$ cat src/rtl/cpu_pkg.sv
// Shared core definitions: opcode encodings, sequencer states, memory geometry defaults.
package cpu_pkg;

  localparam int unsigned IM_AW_DEFAULT = 5;
  localparam int unsigned IW_DEFAULT    = 16;

  typedef enum logic [2:0] {
    OP_STORE  = 3'b000,
    OP_LOAD   = 3'b001,
    OP_ADD    = 3'b010,
    OP_BRANCH = 3'b101,
    OP_HALT   = 3'b111
  } opcode_t;

  typedef enum logic [1:0] {
    IDLE,
    RUN,
    STEP,
    HALTED
  } seq_state_t;

endpackage

$ cat src/rtl/fetch_sequencer_retire_counter.sv
// Saturating 16-bit retired-instruction counter; only built when FETCH_RETIRE_COUNT_EN is defined.
`ifdef FETCH_RETIRE_COUNT_EN
module retire_counter (
  input  logic        clk,
  input  logic        reset,
  input  logic        clear,
  input  logic        inc,
  output logic [15:0] count
);

  always_ff @(posedge clk or posedge reset) begin
    if (reset)
      count <= '0;
    else if (clear)
      count <= '0;
    else if (inc && (count != '1))
      count <= count + 16'd1;
  end

endmodule
`endif

$ cat src/rtl/fetch_sequencer.sv
// PC owner and execution sequencer: free-run / single-step issue, branch, halt, restart.
// Optional retired-instruction counter under macro FETCH_RETIRE_COUNT_EN.
module fetch_sequencer
  import cpu_pkg::*;
#(
  parameter int unsigned IM_AW = IM_AW_DEFAULT,
  parameter int unsigned IW    = IW_DEFAULT
) (
  input  logic             clk,
  input  logic             reset,
  input  logic             start,
  input  logic             mode_run,
  input  logic             step,
  input  logic             branch_eq,
  input  logic [IW-1:0]    instr,
  output logic [IM_AW-1:0] pc,
  output logic             commit,
  output logic             halted,
  output logic             busy,
  output logic [15:0]      retired
);

  seq_state_t       state;
  logic [2:0]       opcode;
  logic             is_halt;
  logic             issue;
  logic [IM_AW-1:0] next_pc;
  logic             unused_instr_bits;

  assign opcode            = instr[IW-1 -: 3];
  assign is_halt           = (opcode == OP_HALT);
  assign issue             = (state == RUN) || ((state == STEP) && step);
  assign commit            = issue && !is_halt;
  assign unused_instr_bits = ^instr[7:0];

  always_comb begin
    next_pc = pc + 1'b1;
    if ((opcode == OP_BRANCH) && branch_eq)
      next_pc = IM_AW'(instr[12:8]);
  end

  // IDLE is only entered from reset, so pc is already 0 there; both share the start path.
  always_ff @(posedge clk or posedge reset) begin
    if (reset) begin
      state  <= IDLE;
      pc     <= '0;
      halted <= 1'b0;
      busy   <= 1'b0;
    end else begin
      unique case (state)
        IDLE, HALTED: begin
          if (start) begin
            pc     <= '0;
            halted <= 1'b0;
            busy   <= 1'b1;
            state  <= mode_run ? RUN : STEP;
          end
        end
        RUN, STEP: begin
          if (issue && is_halt) begin
            state  <= HALTED;
            halted <= 1'b1;
            busy   <= 1'b0;
          end else begin
            if (issue)
              pc <= next_pc;
            state <= mode_run ? RUN : STEP;
          end
        end
      endcase
    end
  end

`ifdef FETCH_RETIRE_COUNT_EN
  logic restart;
  assign restart = start && ((state == IDLE) || (state == HALTED));

  retire_counter u_retire_counter (
    .clk   (clk),
    .reset (reset),
    .clear (restart),
    .inc   (commit),
    .count (retired)
  );
`else
  assign retired = '0;
`endif

endmodule

$ cat config.mk
export PLATFORM = sky130hd
export DESIGN_NAME = fetch_sequencer
export DESIGN_NICKNAME = d
export VERILOG_FILES = /design/src/rtl/cpu_pkg.sv /design/src/rtl/fetch_sequencer_retire_counter.sv /design/src/rtl/fetch_sequencer.sv
export SDC_FILE = /design/constraint.sdc
export NUM_CORES = 1
export LEC_CHECK = 0
export BUFFER_PORTS_ARGS = -buffer_cell sky130_fd_sc_hd__buf_4
export CAP_MARGIN = 0
export CORE_MARGIN = 2
export CORE_UTILIZATION = 36
export CTS_CLUSTER_SIZE = 24
export DETAILED_ROUTE_END_ITERATION = 8
export GPL_TIMING_DRIVEN = 0
export PLACE_DENSITY_LB_ADDON = 0.1
export SLEW_MARGIN = 5
export SYNTH_ARGS = -nofsm -noshare
export SYNTH_HDL_FRONTEND = slang
export SYNTH_HIERARCHICAL = 1
export SYNTH_SLANG_ARGS = --single-unit
$ cat constraint.sdc
create_clock -name clk -period 1.5 [get_ports clk]
set_input_delay 0.225 -clock clk [delete_from_list [all_inputs] [get_ports clk]]
set_output_delay 0.225 -clock clk [all_outputs]
set_load 0.01 [all_outputs]
==> results.yml <==
place:
  port_buffers: 21
  gp_congestion: 0.696
  placed_cell_area_um2: 952
  dp.cells: 138
  dpl.hpwl_mm: 1.08
pwr:
  leakage_nw: 0.554
  p_total_mw: 1.18
  power.density_mw_per_mm2: 1110
  power_frac_seq: 0.320
  pwr-share-comb: 0.523
  p_sw_frac: 0.354
  peakVddDrop_uv: 829
  pwr-share-clk: 0.157
  p_int_mw: 0.760
  switchingPower_mw: 0.417
critical_path:
  crit_chain: "inv_2 -> ha_4 -> or3_4 -> buf_6 -> a311o_1"
  slowest_delay_ps: 400
  cp_top_family: "flip-flops"
  crit_start: "state[0]"
  cp-end-kind: "register"
  worstPathArrival_ps: 1750
  r2r-end: "pc[4]"
  critPathBufInv: 2
  required_ps: 1640
  r2r_slack_ps: -110
  r2r-start: "state[0]"
  cp-start-kind: "register"
  cp.depth: 5
  path_class: "register to register"
  worstRegToRegCells: 5
  critPathCapture: "pc[4]"
  crit_fanout: 5
  critical_path.slowest_cell: "dfrtp_1"
layout:
  syn_to_final_growth_pct: 53.5
  fillers: 175
  drive_gt1_frac: 0.464
  regArea_um2: 225
  final_area_mm2: 0.00106
  postLayoutCoreUtil: 0.599
  fin_cells: 150
  antennaDiodeCount: 0
  final_nets: 151
  multi_input_area_um2: 392
grt:
  grtUsageTotal: 0.140
  grt_pass1_vias: 529
  antenna_found_initial: 0
  grt_overflow_total: 0
  grt_max_degree: 10
  grt_pass1_wl_mm: 2.23
synthesis:
  synth_seq_area_share: 0.327
  syn-mean-instance-area_um2: 8.94
  yosys_warnings: 6
  ys.flop_type: "dfrtp_1"
  yosys.area.top_type: "dfrtp_1"
  synth_top_area_frac: 0.327
  synthArstFlopShare: 1.00
  synth-edff-count: 0
  syn_area_um2: 688
  synth_area_leaders: "dfrtp_1, buf_4, ha_1"
  synth_cell_types: 24
  synth_seq_cells: 9
  syn_inst: 77
drt:
  via_count: 633
  ant_nets: 0
  routed_wl_mm: 1.48
  avgRoutedWirePerCell_um: 9.85
  first_pass_iters: 2
  drtIter0Drc: 8
  route.detailed.drc: 0
  vias_per_cell: 4.22
outcome:
  violations: "setup timing"
  status: "complete, but fails checks"
sta:
  max_freq_ghz: 0.620
  skew_ps: 4.91
  slew_violations: 0
  rsz0062_at_grt: "yes"
  hold_viol: 0
  setup_viol: 5
  hold_ws_ps: 214
  worst_slack_ps: -112
  period_needed_ps: 1610
  period_share: 1.07
floorplan:
  placementRows: 15
  ios: 46
  core_area_mm2: 0.00176
  fp.dieH_um: 47.7
  dieArea_mm2: 0.00228
  start_util: 0.390
  die_w_um: 47.7
cts:
  cts_tree: "done"
  cts_buffer_depth: 2
  clk-insertion-delay-late_ps: 260
  cts-root-buf: "clkbuf_4"
  clkTransAtPathRegs_ps: 60
  clkSinkCount: 9
  htree_levels: 1
  cts-buffers-inserted: 3
job:
  cap_violations: 0
min_path:
  hp-class: "input port to register"
[layout make-up]
cell class | instances | area share
Sequential cell | 9 | 0.213
Buffer | 18 | 0.135
Multi-Input combinational cell | 61 | 0.371
Clock buffer | 4 | 0.0249
Timing Repair Buffer | 29 | 0.212
Inverter | 4 | 0.0142
Tap cell | 25 | 0.0296
[layout by cell type, fill, tap and decap left out, drive strengths merged]
cell | netlist | routed
buf | 18 | 46
conb | 1 | 16
nand2 | 9 | 9
dfrtp | 9 | 9
nand3 | 6 | 6
a21oi | 4 | 4
clkbuf | 0 | 4
inv | 4 | 4
a311o | 3 | 3
nor2 | 3 | 3
or3 | 3 | 3
o21ai | 3 | 3
ha | 3 | 3
mux2i | 2 | 2
and3 | 1 | 1
and4b | 1 | 1
nand4b | 1 | 1
nand3b | 1 | 1
nor4b | 1 | 1
or3b | 1 | 1
nand2b | 1 | 1
mux2 | 1 | 1
a21boi | 1 | 1
dlygate4sd3 | 0 | 1
[how the worst min path moves through the flow]
stage                     startpoint  endpoint  cells after the start
final                       mode_run  state[0]                      3
after detailed placement       reset      busy                      2
after CTS                   mode_run  state[0]                      3
after floorplan                reset      busy                      1
after global placement         reset      busy                      2
after global routing        mode_run  state[0]                      3
[power by group through the flow]
stage / registers [mW] / clock network (mW) / logic, mW
6_report: 0.376 / 0.185 / 0.616
5_1_grt: 0.383 / 0.205 / 0.687
4_1_cts: 0.372 / 0.192 / 0.568
3_5_place_dp: 0.376 / 0 / 0.495
3_3_place_gp: 0.374 / 0 / 0.488
2_1_floorplan: 0.389 / 0 / 0.307
[stage by stage]
stage	setup TNS, ps	setup slack (ps)
2_1_floorplan	-126	-41.9
3_3_place_gp	-308	-106
3_5_place_dp	-348	-113
4_1_cts	-411	-110
5_1_grt	-725	-159
6_report	-369	-112
[repair_timing]
item | 4_1_cts | 5_1_grt
endpoints found under the setup margin | 5 | 9
pin swaps | 2 | 1
hold endpoints to repair | 9 | 0
buffers inserted | 6 | 1
hold buffers | 1 | 0
cloned | 1 | 0
resized for setup | 0 | 7
[registers in the layout (all words and copies together) (netlist names)]
signal	cells
halted	1
pc	5
busy	1
state	2
[per-layer routing]
metal  GRT usage  wire length [µm]  share of wire  up-vias
met5           0                 0              0        -
met4      0.0811                10         0.0068        0
met3      0.0151               110          0.074        2
met2       0.219               675           0.46       25
met1       0.186               680           0.46      275
li1            -                 -              -      331
[cell usage after synthesis (all sizes together), types with 2 or more instances]
cell,instances
a21oi,4
a311o,3
buf,18
dfrtp,9
ha,3
inv,4
mux2i,2
nand2,9
nand3,6
nor2,3
o21ai,3
or3,3
[logic make-up (layout without fill, tap and decap cells)]
kind of cell               Yosys count  in the layout  share of synthesized area
buffers and inverters               22             55                      0.229
adders and majority gates            3              3                     0.0546
DFF                                  9              9                      0.327
muxes                                3              3                     0.0455
AOI/OAI and AO/OA                   11             11                      0.105
and+or+nand+nor                     28             28                      0.233
other                                1             16                    0.00545
[tightest hold or removal path, stage by stage]
cell	delay [ps]
buf_4	80
mux2i_1	60
nand2_1	60
Note: power is estimated with default switching activity, not from simulation.
